File: src/rtl/manchester_pkg.sv
// manchester_pkg: shared types, constants and the line encoder for the
// framed Manchester transmitter.
package manchester_pkg;

   typedef enum logic [1:0] {
      IDLE,
      PREAMBLE,
      DATA,
      TAIL
   } tx_state_t;

   // Level on the line whenever the driver is disabled.
   localparam logic LINE_IDLE_LEVEL = 1'b0;

   // Bit times of quiet line (driver still enabled) after the last byte.
   localparam int TAIL_BITS = 2;

   // ph=0 is the first half-bit, ph=1 the second; inv selects G.E. Thomas.
   function automatic logic manch_enc(input logic b, input logic ph, input logic inv);
      return (b ^ ~ph) ^ inv;
   endfunction

endpackage

File: src/rtl/manchester_bit_timer.sv
// manchester_bit_timer: half-bit divider and phase flop. half_tick marks the
// terminal count of the divider, bit_end marks the last cycle of a bit.
module manchester_bit_timer #(
   parameter int HALF_BIT_CYCLES = 4
) (
   input  logic clk_sys,
   input  logic rst_n,
   input  logic i_run,
   input  logic i_clear,
   output logic o_half_tick,
   output logic o_ph,
   output logic o_bit_end
);

   localparam int DIV_W = $clog2(HALF_BIT_CYCLES);
   localparam logic [DIV_W-1:0] DIV_LAST = DIV_W'(HALF_BIT_CYCLES - 1);

   logic [DIV_W-1:0] r_div;
   logic             r_ph;

   assign o_half_tick = i_run && (r_div == DIV_LAST);
   assign o_ph        = r_ph;
   assign o_bit_end   = o_half_tick && r_ph;

   // Divider wraps on the terminal count; phase flips every half-bit.
   always_ff @(posedge clk_sys) begin
      if (!rst_n || i_clear) begin
         r_div <= '0;
         r_ph  <= 1'b0;
      end else if (o_half_tick) begin
         r_div <= '0;
         r_ph  <= ~r_ph;
      end else if (i_run) begin
         r_div <= r_div + DIV_W'(1);
      end
   end

endmodule

File: src/rtl/manchester_frame_tx.sv
// manchester_frame_tx: framed Manchester transmitter with valid/ready input.
// Frame = preamble/SFD, one or more bytes MSB-first, then a quiet tail.
// Optional macro MANCH_TX_PARITY_EN appends an even-parity bit to each byte.
module manchester_frame_tx
   import manchester_pkg::*;
#(
   parameter int   HALF_BIT_CYCLES = 4,
   parameter int   PREAMBLE_BITS   = 8,
   parameter logic INVERT_POLARITY = 1'b0
) (
   input  logic       clk_sys,
   input  logic       rst_n,
   input  logic [7:0] tx_data,
   input  logic       tx_valid,
   output logic       tx_ready,
   output logic       manchester_out,
   output logic       tx_oe,
   output logic       tx_busy
);

   localparam int IDX_W = $clog2((PREAMBLE_BITS > 9) ? PREAMBLE_BITS : 9);
`ifdef MANCH_TX_PARITY_EN
   localparam int BITS_PER_BYTE = 9;
`else
   localparam int BITS_PER_BYTE = 8;
`endif
   localparam logic [IDX_W-1:0] PRE_LAST  = IDX_W'(PREAMBLE_BITS - 1);
   localparam logic [IDX_W-1:0] DATA_LAST = IDX_W'(BITS_PER_BYTE - 1);
   localparam logic [IDX_W-1:0] TAIL_LAST = IDX_W'(TAIL_BITS - 1);
   // The tail is a driven logical 0, so it follows the polarity setting.
   localparam logic TAIL_LEVEL = LINE_IDLE_LEVEL ^ INVERT_POLARITY;

   tx_state_t        r_state;
   logic [IDX_W-1:0] r_idx;
   logic [7:0]       r_shift;
   logic             r_out;
   logic             r_oe;
   logic             r_busy;
`ifdef MANCH_TX_PARITY_EN
   logic             r_par;
`endif

   logic             w_half_tick;
   logic             w_ph;
   logic             w_bit_end;
   logic             w_ready_slot;
   logic             w_xfer;
   logic             w_cur_bit;
   logic             w_next_bit;
   logic [IDX_W-1:0] w_idx_inc;

   // Preamble alternates 1,0,... and ends with an extra 1 forming the SFD.
   function automatic logic pre_bit(input logic [IDX_W-1:0] i);
      return (i == PRE_LAST) ? 1'b1 : ~i[0];
   endfunction

   manchester_bit_timer #(
      .HALF_BIT_CYCLES(HALF_BIT_CYCLES)
   ) u_timer (
      .clk_sys    (clk_sys),
      .rst_n      (rst_n),
      .i_run      (r_state != IDLE),
      .i_clear    ((r_state == IDLE) && w_xfer),
      .o_half_tick(w_half_tick),
      .o_ph       (w_ph),
      .o_bit_end  (w_bit_end)
   );

   assign w_ready_slot = (r_state == DATA) && w_bit_end && (r_idx == DATA_LAST);
   assign tx_ready     = rst_n && ((r_state == IDLE) || w_ready_slot);
   assign w_xfer       = tx_valid && tx_ready;
   assign w_idx_inc    = r_idx + IDX_W'(1);

`ifdef MANCH_TX_PARITY_EN
   assign w_cur_bit  = (r_idx == DATA_LAST) ? r_par : r_shift[7];
   assign w_next_bit = (r_idx == DATA_LAST - IDX_W'(1)) ? r_par : r_shift[6];
`else
   assign w_cur_bit  = r_shift[7];
   assign w_next_bit = r_shift[6];
`endif

   assign manchester_out = r_out;
   assign tx_oe          = r_oe;
   assign tx_busy        = r_busy;

   // Frame sequencer; r_out is loaded with the level of the following cycle.
   always_ff @(posedge clk_sys) begin
      if (!rst_n) begin
         r_state <= IDLE;
         r_idx   <= '0;
         r_shift <= '0;
         r_out   <= LINE_IDLE_LEVEL;
         r_oe    <= 1'b0;
         r_busy  <= 1'b0;
`ifdef MANCH_TX_PARITY_EN
         r_par   <= 1'b0;
`endif
      end else begin
         case (r_state)
            IDLE: begin
               if (w_xfer) begin
                  r_shift <= tx_data;
`ifdef MANCH_TX_PARITY_EN
                  r_par   <= ^tx_data;
`endif
                  r_idx   <= '0;
                  r_state <= PREAMBLE;
                  r_oe    <= 1'b1;
                  r_busy  <= 1'b1;
                  r_out   <= manch_enc(pre_bit(IDX_W'(0)), 1'b0, INVERT_POLARITY);
               end
            end
            PREAMBLE: begin
               if (w_bit_end) begin
                  if (r_idx == PRE_LAST) begin
                     r_state <= DATA;
                     r_idx   <= '0;
                     r_out   <= manch_enc(r_shift[7], 1'b0, INVERT_POLARITY);
                  end else begin
                     r_idx <= w_idx_inc;
                     r_out <= manch_enc(pre_bit(w_idx_inc), 1'b0, INVERT_POLARITY);
                  end
               end else if (w_half_tick) begin
                  r_out <= manch_enc(pre_bit(r_idx), ~w_ph, INVERT_POLARITY);
               end
            end
            DATA: begin
               if (w_bit_end) begin
                  if (r_idx == DATA_LAST) begin
                     if (w_xfer) begin
                        r_shift <= tx_data;
`ifdef MANCH_TX_PARITY_EN
                        r_par   <= ^tx_data;
`endif
                        r_idx   <= '0;
                        r_out   <= manch_enc(tx_data[7], 1'b0, INVERT_POLARITY);
                     end else begin
                        r_state <= TAIL;
                        r_idx   <= '0;
                        r_out   <= TAIL_LEVEL;
                     end
                  end else begin
                     r_idx   <= w_idx_inc;
                     r_shift <= {r_shift[6:0], 1'b0};
                     r_out   <= manch_enc(w_next_bit, 1'b0, INVERT_POLARITY);
                  end
               end else if (w_half_tick) begin
                  r_out <= manch_enc(w_cur_bit, ~w_ph, INVERT_POLARITY);
               end
            end
            TAIL: begin
               if (w_bit_end) begin
                  if (r_idx == TAIL_LAST) begin
                     r_state <= IDLE;
                     r_idx   <= '0;
                     r_oe    <= 1'b0;
                     r_busy  <= 1'b0;
                     r_out   <= LINE_IDLE_LEVEL;
                  end else begin
                     r_idx <= w_idx_inc;
                  end
               end
            end
            default: r_state <= IDLE;
         endcase
      end
   end

endmodule

File: config.mk
export PLATFORM = sky130hd
export DESIGN_NAME = manchester_frame_tx
export DESIGN_NICKNAME = d
export VERILOG_FILES = /design/src/rtl/manchester_pkg.sv /design/src/rtl/manchester_bit_timer.sv /design/src/rtl/manchester_frame_tx.sv
export SDC_FILE = /design/constraint.sdc
export NUM_CORES = 1
export LEC_CHECK = 0
export BUFFER_PORTS_ARGS = -buffer_cell sky130_fd_sc_hd__buf_4
export CORE_MARGIN = 2
export CORE_UTILIZATION = 25
export CTS_CLUSTER_SIZE = 10
export DETAILED_ROUTE_END_ITERATION = 16
export HOLD_SLACK_MARGIN = 0.15
export PLACE_DENSITY = 0.49
export SLEW_MARGIN = 10
export SYNTH_ARGS = -nofsm -noshare
export SYNTH_HDL_FRONTEND = slang
export SYNTH_SLANG_ARGS = --single-unit
File: constraint.sdc
create_clock -name clk_sys -period 2.25 [get_ports clk_sys]
set_input_delay 0.225 -clock clk_sys [delete_from_list [all_inputs] [get_ports clk_sys]]
set_output_delay 0.225 -clock clk_sys [all_outputs]
set_load 0.05 [all_outputs]
==> summary.md, run 1 <==
| Metric | Value |
|---|---|
| CP bufs+invs | `2` |
| Placer Congestion | `0.722` |
| Clock root cell | `clkbuf_8` |
| Final ANT Viol Nets | `0` |
| Worst Tran Pin Value | `~0.51 ns` |
| Number of synthesized flops with an enable pin | `0` |
| # fillers | `560` |
| WHS | `0.217 ns` |
| Cell internal pwr | `~0.00087 W` |
| Total CTS buffers | `3` |
| TritonCTS Sinks | `19` |
| Levels on crit path | `6` |
| Main flop type after synthesis | `dfxtp_1` |
| Logic gate share of total power | `0.540` |
| Flops & latches, synth | `19` |
| Initial Util | `0.261` |
| Outcome | `complete, no violations` |
| Mapped Area | `1350 um^2` |
| Commonest non-fill, non-tap cell in the layout | `nor2_1` |
| Crit-path cells | `inv_1 > ha_1 > nand4b_1 > nor2_1 > o21a_1 > buf_4` |
| Crit share post-route | `0.921` |
| Yosys Warn Count | `0` |
| Fmax | `483 MHz` |
| Startpoint types | `flip-flop` |
| Vias in the first global route | `about 1200` |
| Post-DP HPWL | `2.21 mm` |
| Min cycle time layout | `around 2.1 ns` |
| TritonRoute pass-1 iters | `4` |
| Via count | `approximately 1200` |
| Critical path peak fanout | `12` |
| Core footprint | `approximately 5200 um^2` |
| Synth Area per Inst | `8.39 um^2` |
| Synthesis-to-finish area growth | `15.8%` |
| Highest-count cells in the layout ignoring fill and taps | `24 x nor2_1, 19 x buf_4, 19 x dfxtp_1, 13 x nand2_1` |
| Longest Clk Path Bufs | `2` |
| Clock Latency Late Sink | `0.26 ns` |
| Endpoints failing setup | `0` |
| Row count | `26` |
| Hold Crit Class | `input port to flip-flop` |
| Nets | `about 190` |
| Worst EP arrival | `1.85 ns` |
| Top Family by Delay on Critical Path | `simple AND/OR/NAND/NOR gates` |
| Cells after Synth | `161` |
| Post-synth net total | `between 150 and 200` |
| Cell variety after synth | `49` |
| Largest net degree at the start of global routing | `25` |
| Final Slew Violations | `0` |
| Async SR Flop Fraction | `0` |
| Slowest CP cell | `dfxtp_1` |
| Chip Height | `77.5 um` |
| Worst Setup End Kind | `output port` |
| 1st-iter DRT viols | `approximately 80` |
| RSZ-0062 raised after global routing | `false` |
| Worst Path Required | `roughly 2.0 ns` |
| Clk_skew | `~0.0027 ns` |
| Leak pwr | `roughly 0.63 nW` |
| Sw power | `between 0.0006 and 0.0007 W` |
| IO Port Bufs | `14` |
| VDD IR max | `~0.0004 V` |
| Maxcap violations | `0` |
| Hold Violations, Final | `0` |
| Die W | `approximately 77 um` |
| Critical Path Max Stage Delay | `0.40 ns` |
| Vias per cell | `roughly 5` |
| Type of the worst setup path | `flip-flop to output port` |
| Total negative slack | `0 ns` |
| IO Pins | `15` |
| Sw frac | `0.436` |
| Final wirelength | `3.14 mm` |
| CTS tree | `yes` |
| GRT Total Usage | `0.114` |
| WL per Instance | `between 10 and 15 um` |
| Seq pwr share | `0.295` |
| Diode count | `0` |
| DIE AREA | `~6000 um^2` |
| Clock share of power | `0.165` |
| Path depth of the worst reg2reg path | `6` |
| Rel. slew slack | `0.655` |
| CTS H-tree lvls | `1` |
| Sequential area share after synthesis | `0.282` |
| DRC violations left | `0` |
| Total grt overflow | `0` |
| Worst Hold Depth | `3` |
| First-pass GRT wire length | `around 5.6 mm` |
| Initial antenna violation count | `0` |
| Fraction of layout cells with a size suffix above 1 | `0.203` |
| Power per Cell Area | `989 nW/um^2` |
| Reg clk slew, reported paths | `0.08 ns` |
-- logic make-up after synthesis --
kind of cell / after synthesis / share of synthesized area
AND/OR/NAND/NOR: 59 / 0.227
AO/OA/AOI/OAI: 50 / 0.309
buffers and inverters: 20 / 0.0714
flip-flops: 19 / 0.282
adder cells (fa/ha/maj): 9 / 0.0825
multiplexers: 3 / 0.0222
XOR/XNOR: 1 / 0.00649
-- flip-flops by register name, summed over array words and instances (netlist names) --
signal and cells:
tx_busy 1, u_timer.r_div 2, u_timer.o_ph 1, r_state 2, r_idx 4, r_shift 8
manchester_out 1
-- per-stage QoR --
stage,power (W),std cells,util,area (um^2),setup WS [ns]
floorplan,0.00108,161,-,1350,0.477
global placement,0.00129,237,0.291,1510,0.237
detailed placement,0.00129,237,0.291,1510,0.278
CTS,0.00155,241,0.300,1550,0.0823
global route,0.00169,242,0.302,1560,0.00404
finish,0.00155,242,0.302,1560,0.179
-- cells in the mapped netlist (3+ instances only) --
cell | n | area, um^2
a21oi_1 | 3 | 15.0
inv_1 | 8 | 30.0
nand2_1 | 13 | 48.8
buf_2 | 5 | 25.0
nor2_1 | 24 | 90.1
nand3_1 | 5 | 25.0
o211ai_1 | 4 | 30.0
o221ai_1 | 5 | 43.8
o22ai_1 | 3 | 18.8
mux2i_1 | 3 | 30.0
ha_1 | 8 | 100
clkbuf_1 | 3 | 11.3
o31ai_1 | 3 | 22.5
o21ai_0 | 5 | 25.0
o21a_1 | 3 | 22.5
dfxtp_1 | 19 | 380
and2_1 | 4 | 25.0
-- worst paths after layout --
kind,startpoint,end,slack (ns)
setup / recovery,r_state[1],tx_ready,0.18
hold / removal,tx_data[0],r_shift[0],0.22
hold reg to reg,r_shift[1],r_shift[2],0.46
setup reg to reg,r_idx[0],r_shift[4],0.27
-- worst reg2reg max path, stage by stage (launching register included) --
cell      delay [ns]
dfxtp_1         0.49
ha_1            0.35
and3b_1         0.37
a21oi_2         0.11
a211o_1         0.30
o221ai_1        0.19
nor2_1          0.06
-- final cells by class --
| type | instances | area, um^2 | area share |
|---|---|---|---|
| Clock buffer | 4 | 45.0 | 0.0288 |
| Timing Repair Buffer | 19 | 143 | 0.0913 |
| Multi-Input combinational cell | 122 | 877 | 0.561 |
| Sequential cell | 19 | 380 | 0.243 |
| Tap cell | 70 | 87.6 | 0.0560 |
| Inverter | 8 | 30.0 | 0.0192 |
-- power groups by stage --
stage	logic [W]	clock network, W	registers (W)
3_5_place_dp	0.000825	0	0.000461
4_1_cts	0.000831	0.000265	0.000454
2_1_floorplan	0.000597	0	0.000480
3_3_place_gp	0.000829	0	0.000461
5_1_grt	0.000938	0.000280	0.000468
6_report	0.000835	0.000255	0.000456
-- metal layers --
metal | part of all wire | GRT usage
met3 | 0.053 | 0.0314
met2 | 0.43 | 0.180
met5 | 0 | 0
met4 | 0.0086 | 0.0304
met1 | 0.51 | 0.154
-- what timing repair did --
action / 4_1_cts / 5_1_grt
setup buffers: 0 / 1
gates resized for setup: 0 / 1
setup endpoints to repair: 0 / 2
hold buffers: 0 / 0
Note: power is estimated with default switching activity, not from simulation.
==> run 2, diff against run 1 <==
--- a/config.mk
+++ b/config.mk
@@ -5,13 +5,15 @@
 export SDC_FILE = /design/constraint.sdc
 export NUM_CORES = 1
 export LEC_CHECK = 0
+export ABC_AREA = 1
 export BUFFER_PORTS_ARGS = -buffer_cell sky130_fd_sc_hd__buf_4
+export CAP_MARGIN = 20
 export CORE_MARGIN = 2
-export CORE_UTILIZATION = 25
+export CORE_UTILIZATION = 40
 export CTS_CLUSTER_SIZE = 10
 export DETAILED_ROUTE_END_ITERATION = 16
 export HOLD_SLACK_MARGIN = 0.15
-export PLACE_DENSITY = 0.49
+export PLACE_DENSITY = 0.67
 export SLEW_MARGIN = 10
 export SYNTH_ARGS = -nofsm -noshare
 export SYNTH_HDL_FRONTEND = slang
==> run 2 against run 1 <==
Register-to-register slack got worse by 0.05 ns. Count of clock-buffer cells in the layout decreased by 1. Area after synthesis decreased by 9.5%. Critical path type unchanged. Worst hold slack got worse by 0.044 ns. First-iteration DRC count decreased by 59%. Power increased by 5.5%. Die area decreased by 41%. Largest cell class unchanged. Cell count decreased by 11%. Critical path depth increased by 2. Setup slack got worse by 0.029 ns. Synthesized cell count increased by 3.1%.
==> summary.md, run 2 <==
| Metric | Value |
|---|---|
| Final instance area | `1390 um^2 (-11%)` |
| Flops & latches, synth | `19 (unchanged)` |
| Fraction of layout cells with a size suffix above 1 | `0.231 (+0.0273)` |
| Yosys Warn Count | `0 (unchanged)` |
| Post-DP Area | `1360 um^2 (-9.9%)` |
| Area occupied by multi-input gates | `742 um^2 (-15%)` |
| Max FFs per register | `8 (unchanged)` |
| GRT Total Usage | `0.178 (+0.0631)` |
| VDD IR max | `0.000486 V (+22%)` |
| Seq pwr share | `0.305 (+0.010)` |
| Async SR Flop Fraction | `0 (unchanged)` |
| Cell variety after synth | `31 (-37%)` |
| Initial Util | `0.411 (+0.149)` |
| Critical path peak fanout | `8 (-4)` |
| Hold Crit Class | `input port to flip-flop` |
| Final wirelength | `2.74 mm (-13%)` |
| Worst Tran Pin Value | `0.373 ns (-0.139 ns)` |
| Post-DP HPWL | `2.16 mm (-2.3%)` |
| Synthesis-to-finish area growth | `13.9%` |
| Final ANT Viol Nets | `0 (unchanged)` |
| Critical Path Max Stage Delay | `0.39 ns (about the same)` |
| Row count | `20 (-23%)` |
| Startpoint types | `flip-flop` |
| Top cells by count, synth | `26 x nand2_1, 20 x o21ai_0, 19 x dfxtp_1` |
| Via count | `1128 (-6.7%)` |
| CTS H-tree lvls | `1 (unchanged)` |
| Mapped Area | `1220 um^2 (-9.5%)` |
| Total negative slack | `0 ns (unchanged)` |
| Total CTS buffers | `3 (unchanged)` |
| IO Port Bufs | `14 (unchanged)` |
| Clock root cell | `clkbuf_4` |
| Slowest CP cell | `dfxtp_1` |
| Core footprint | `2980 um^2 (-42%)` |
| TritonRoute pass-1 iters | `4 (unchanged)` |
| Sequential area share after synthesis | `0.311 (+0.0294)` |
| Final Total Pwr | `0.00163 W (+5.5%)` |
| Final Slew Violations | `0 (unchanged)` |
| Flip-flop and latch area | `382 um^2 (+0.33%)` |
| Main flop type after synthesis | `dfxtp_1` |
| Top Family by Delay on Critical Path | `buffers and inverters` |
| Post-cts resize count | `0 (unchanged)` |
| Leak pwr | `0.614 nW (-2.3%)` |
| Setup ws final | `0.150 ns (-0.0286 ns)` |
| Hold Violations, Final | `0 (unchanged)` |
| Vias in the first global route | `1048 (-9.1%)` |
| Synth area leaders | `dfxtp_1 31%, ha_1 8.2%, o21ai_0 8.2%` |
| CTS tree | `yes` |
| Cells after Synth | `166 (+3.1%)` |
| Placer Congestion | `0.897 (+24%)` |
| Total grt overflow | `0 (unchanged)` |
| Maxcap violations | `0 (unchanged)` |
| Vias per cell | `5.25 (+5.0%)` |
| DIE AREA | `3510 um^2 (-41%)` |
| Post-CTS Setup Inserts | `0 (unchanged)` |
| Diode count | `0 (unchanged)` |
| Synth Area per Inst | `7.36 um^2 (-12%)` |
| Fmax | `476 MHz (-1.4%)` |
| CP bufs+invs | `3 (+1)` |
| First-pass GRT wire length | `4.67 mm (-17%)` |
| Highest-count cells in the layout ignoring fill and taps | `26 x nand2_1, 20 x o21ai_0, 18 x dfxtp_1, 16 x inv_1, 14 x buf_4` |
| Outcome | `complete, no violations` |
| DRC violations left | `0 (unchanged)` |
| Clock share of power | `0.111 (-0.054)` |
| Clock Latency Late Sink | `0.31 ns (+0.05 ns)` |
| Longest Clk Path Bufs | `2 (unchanged)` |
| WL per Instance | `12.7 um (-2.0%)` |
| Crit-path cells | `inv_1 > ha_1 > inv_4 > nand2_4 > nor2_4 > nand2_2 > a21boi_1 > buf_4` |
| Worst Path Required | `2.03 ns (about the same)` |
| Min cycle time layout | `2.10 ns (+0.0286 ns)` |
| RSZ-0062 raised after global routing | `false` |
| Most numerous cell in the Yosys netlist | `nand2_1` |
| Initial antenna violation count | `0 (unchanged)` |
| Number of synthesized flops with an enable pin | `0 (unchanged)` |
| Endpoints failing setup | `0 (unchanged)` |
| Clk_skew | `0.00367 ns (+0.00100 ns)` |
| Die W | `59.3 um (-23%)` |
| Worst Setup End Kind | `output port` |
| Commonest non-fill, non-tap cell in the layout | `nand2_1` |
| Crit share post-route | `0.933 (+0.0127)` |
| Biggest register | `r_shift` |
| CTS Hold Buffers Added | `0 (unchanged)` |
| Largest net degree at the start of global routing | `12 (-52%)` |
| Area share of the largest cell type after synthesis | `0.311 (+0.0294)` |
| Sw power | `0.000828 W (+23%)` |
| Cell internal pwr | `0.000803 W (-7.9%)` |
| Power per Cell Area | `1170 nW/um^2 (+18%)` |
| Yosys top cell by area | `dfxtp_1` |
| Biggest regs | `r_shift x8, r_idx x4` |
| Chip Height | `59.3 um (-23%)` |
| Worst EP arrival | `1.87 ns (+0.02 ns)` |
| Type of the worst setup path | `flip-flop to output port` |
| Reg clk slew, reported paths | `0.11 ns (+0.03 ns)` |
| 1st-iter DRT viols | `33 (-59%)` |
| IO Pins | `15 (unchanged)` |
| # fillers | `312 (-44%)` |
| Rel. slew slack | `0.749 (+0.0936)` |
| Post-synth net total | `185 (+2.8%)` |
| Nets | `202 (+5.2%)` |
| Logic gate share of total power | `0.584 (+0.044)` |
| TritonCTS Sinks | `19 (unchanged)` |
| Sw frac | `0.508 (+0.0716)` |
| Pre-CTS setup slack | `0.238 ns (-0.0408 ns)` |
==> run 2: cell types whose count changed in the layout (fill, tap and decap cells not counted), moves of 4 or more <==
cell	previous run	this run
o21ai_0	5	20
and2_1	4	0
nand2_1	13	26
inv_1	8	16
nor2_1	24	12
a21oi_1	2	9
inv_2	0	5
buf_4	19	14
o221ai_1	5	0
nor2_4	0	4
o21ai_1	0	4
==> run 2: cells by family (layout without fill, tap and decap cells) <==
logic type               after synthesis  count (layout)  synth area share
AO/OA/AOI/OAI                         45              45             0.213
AND/OR/NAND/NOR                       65              65             0.286
buffers and inverters                 26              42            0.0870
flip-flops                            19              19             0.311
XOR/XNOR                               3               3            0.0215
adder cells (fa/ha/maj)                8               8            0.0819
==> run 2: metrics by stage <==
stage	hold slack [ns]	instances	utilization
final	0.173	215	0.468
after global routing	0.182	215	0.468
after CTS	0.173	215	0.465
after detailed placement	0.457	211	0.456
after global placement	0.454	211	0.456
after floorplan	0.388	166	-
==> run 2: worst paths after layout <==
| kind | depth (start not counted) | from | slack (ns) | to |
|---|---|---|---|---|
| max | 8 | r_state[1] | 0.15 | tx_ready |
| min | 3 | tx_data[0] | 0.17 | r_shift[0] |
| max reg2reg | 14 | r_state[1] | 0.22 | r_shift[2] |
| min reg2reg | 2 | r_shift[1] | 0.48 | r_shift[2] |
==> run 2: routing by layer <==
metal,vias up,global-route usage,part of all wire
met5,-,0,0
met4,0,0.0584,0.016
met3,6,0.0437,0.048
met2,30,0.297,0.50
met1,503,0.222,0.43
li1,589,-,-
==> run 2: power groups by stage <==
stage	combinational [W]	sequential, W	clock [W]
after floorplan	0.000721	0.000518	0
after global placement	0.000935	0.000502	0
after detailed placement	0.000947	0.000505	0
after CTS	0.000950	0.000497	0.000190
after global routing	0.00107	0.000512	0.000202
final	0.000953	0.000498	0.000180
==> run 2: layout make-up <==
class                   count  area share
multi-input cells         121       0.533
clock buffers               3      0.0162
repair buffers             14      0.0755
flip-flops and latches     19       0.274
inverters                  24      0.0683
clock inverters             1     0.00359
well taps                  33      0.0296
==> run 2: worst register-to-register path, delay by kind of cell (launching register included) <==
kind | cells | cell delay, ns
simple gates | 8 | 0.81
flops | 1 | 0.39
buf+inv | 3 | 0.29
fa+ha+maj | 1 | 0.27
compound gates | 2 | 0.16
==> run 3, diff against run 2 <==
--- a/config.mk
+++ b/config.mk
@@ -8,7 +8,7 @@
 export ABC_AREA = 1
 export BUFFER_PORTS_ARGS = -buffer_cell sky130_fd_sc_hd__buf_4
 export CAP_MARGIN = 20
-export CORE_MARGIN = 2
+export CORE_MARGIN = 3
 export CORE_UTILIZATION = 40
 export CTS_CLUSTER_SIZE = 10
 export DETAILED_ROUTE_END_ITERATION = 16
==> run 3 against run 2 <==
Cell count down 0.93%. Maximum frequency up 2.2%. Die area up 6.9%. Setup slack better by 0.045 ns. Sequential cell count unchanged. Combinational power down 1%. Sequential power about the same. Clock power about the same. Global-route usage down 1.3 points.
==> summary.md, run 3 (synthesis gave the netlist of run 2 again) <==
| Metric | Value |
|---|---|
| Outcome | `complete, no violations` |
| Vias in the first global route | `1112 (+6.1%)` |
| Initial Util | `0.432 (+0.0216)` |
| Clk_skew | `0.0158 ns (+0.0121 ns)` |
| Min cycle time layout | `2.06 ns (-0.0446 ns)` |
| Endpoints failing setup | `0 (unchanged)` |
| CTS Hold Buffers Added | `0 (unchanged)` |
| Total negative slack | `0 ns (unchanged)` |
| First-pass GRT wire length | `4.62 mm (-1.2%)` |
| RSZ-0062 raised after global routing | `false` |
| Setup ws final | `0.195 ns (+0.0446 ns)` |
| Chip Height | `61.3 um (+3.4%)` |
| GRT Total Usage | `0.165 (-0.0127)` |
| Initial antenna violation count | `0 (unchanged)` |
| Worst Setup End Kind | `output port` |
| Total CTS buffers | `3 (unchanged)` |
| Core footprint | `2830 um^2 (-5.0%)` |
| IO Port Bufs | `14 (unchanged)` |
| Biggest register | `r_shift` |
| Post-DP Area | `1360 um^2 (-0.18%)` |
| CTS tree | `yes` |
| Total grt overflow | `0 (unchanged)` |
| Longest Clk Path Bufs | `2 (unchanged)` |
| Largest net degree at the start of global routing | `12 (unchanged)` |
| Hold Crit Class | `input port to flip-flop` |
| WL per Instance | `12.3 um (-3.6%)` |
| CTS H-tree lvls | `1 (unchanged)` |
| Final ANT Viol Nets | `0 (unchanged)` |
| Biggest regs | `r_shift x8, r_idx x4` |
| VDD IR max | `0.000850 V (+75%)` |
| Worst Tran Pin Value | `0.425 ns (+0.0522 ns)` |
| Nets | `202 (unchanged)` |
| Row count | `19 (-5.0%)` |
| 1st-iter DRT viols | `53 (+61%)` |
| Leak pwr | `0.614 nW (about the same)` |
| Final instance area | `1380 um^2 (-0.63%)` |
| Worst EP arrival | `1.83 ns (-0.04 ns)` |
| Highest-count cells in the layout ignoring fill and taps | `26 x nand2_1, 20 x o21ai_0, 18 x dfxtp_1, 16 x inv_1, 14 x buf_4` |
| DIE AREA | `3760 um^2 (+6.9%)` |
| Rel. slew slack | `0.714 (-0.0352)` |
| Via count | `1159 (+2.7%)` |
| DRC violations left | `0 (unchanged)` |
| Fmax | `487 MHz (+2.2%)` |
| TritonCTS Sinks | `19 (unchanged)` |
| Reg clk slew, reported paths | `0.12 ns (about the same)` |
| Synthesis-to-finish area growth | `13.2%` |
| Post-cts resize count | `0 (unchanged)` |
| Fraction of layout cells with a size suffix above 1 | `0.225 (-0.00549)` |
| TritonRoute pass-1 iters | `4 (unchanged)` |
| Crit share post-route | `0.913 (-0.0198)` |
| Placer Congestion | `0.939 (+4.7%)` |
| Power per Cell Area | `1170 nW/um^2 (-0.23%)` |
| Diode count | `0 (unchanged)` |
| Type of the worst setup path | `flip-flop to output port` |
| IO Pins | `15 (unchanged)` |
| Clock Latency Late Sink | `0.31 ns (about the same)` |
| Final Slew Violations | `0 (unchanged)` |
| Vias per cell | `5.44 (+3.7%)` |
| Hold Violations, Final | `0 (unchanged)` |
| Clock root cell | `clkbuf_4` |
| Post-DP HPWL | `2.09 mm (-3.2%)` |
| Worst Path Required | `2.03 ns (about the same)` |
| Commonest non-fill, non-tap cell in the layout | `nand2_1` |
| Final wirelength | `2.61 mm (-4.5%)` |
| Pre-CTS setup slack | `0.279 ns (+0.0414 ns)` |
| Maxcap violations | `0 (unchanged)` |
| Die W | `61.3 um (+3.4%)` |
| WHS | `0.193 ns (+0.0202 ns)` |
| Max FFs per register | `8 (unchanged)` |
| Post-CTS Setup Inserts | `0 (unchanged)` |
| Startpoint types | `flip-flop` |
| Critical path peak fanout | `8 (unchanged)` |
-- run 3: layout make-up --
class	instances	area, um^2
Sequential cell	19	382
Fill cell	292	1450
Clock buffer	3	22.5
Multi-Input combinational cell	121	736
Timing Repair Buffer	14	105
Clock inverter	1	5.00
Tap cell	31	38.8
Inverter	24	95.1
-- run 3: layer usage --
layer	up-vias	wire length [um]	global-route usage	share of wire
li1	592	-	-	-
met1	530	1260	0.219	0.48
met2	30	1180	0.260	0.45
met3	7	127	0.0314	0.049
met4	0	46	0.0712	0.018
met5	-	0	0	0
-- run 3: where the power goes --
group	leakage (nW)	switching [W]	internal [W]
logic	0.441	0.000634	0.000310
registers	0.155	0.0000688	0.000427
clock network	0.0177	0.000112	0.0000663
total	0.614	0.000815	0.000803
-- run 3: final timing paths --
path	to	from	slack, ns	cells past startpoint
max reg2reg	r_shift[2]	r_state[1]	0.26	14
min	r_shift[0]	tx_data[0]	0.19	3
min reg2reg	r_shift[2]	r_shift[1]	0.48	2
max	tx_ready	r_state[1]	0.19	8
-- run 3: worst max-delay path: stages (launching register included) --
cell	delay [ns]
dfxtp_1	0.39
inv_1	0.08
ha_1	0.27
inv_4	0.14
nand2_4	0.09
nor2_4	0.13
nand2_2	0.08
a21boi_1	0.13
buf_4	0.21
-- run 3: through the flow --
step,cells,utilization,power (W)
6_report,213,0.489,0.00162
5_1_grt,213,0.489,0.00176
4_1_cts,213,0.489,0.00162
3_5_place_dp,209,0.479,0.00144
3_3_place_gp,209,0.479,0.00143
2_1_floorplan,166,-,0.00124
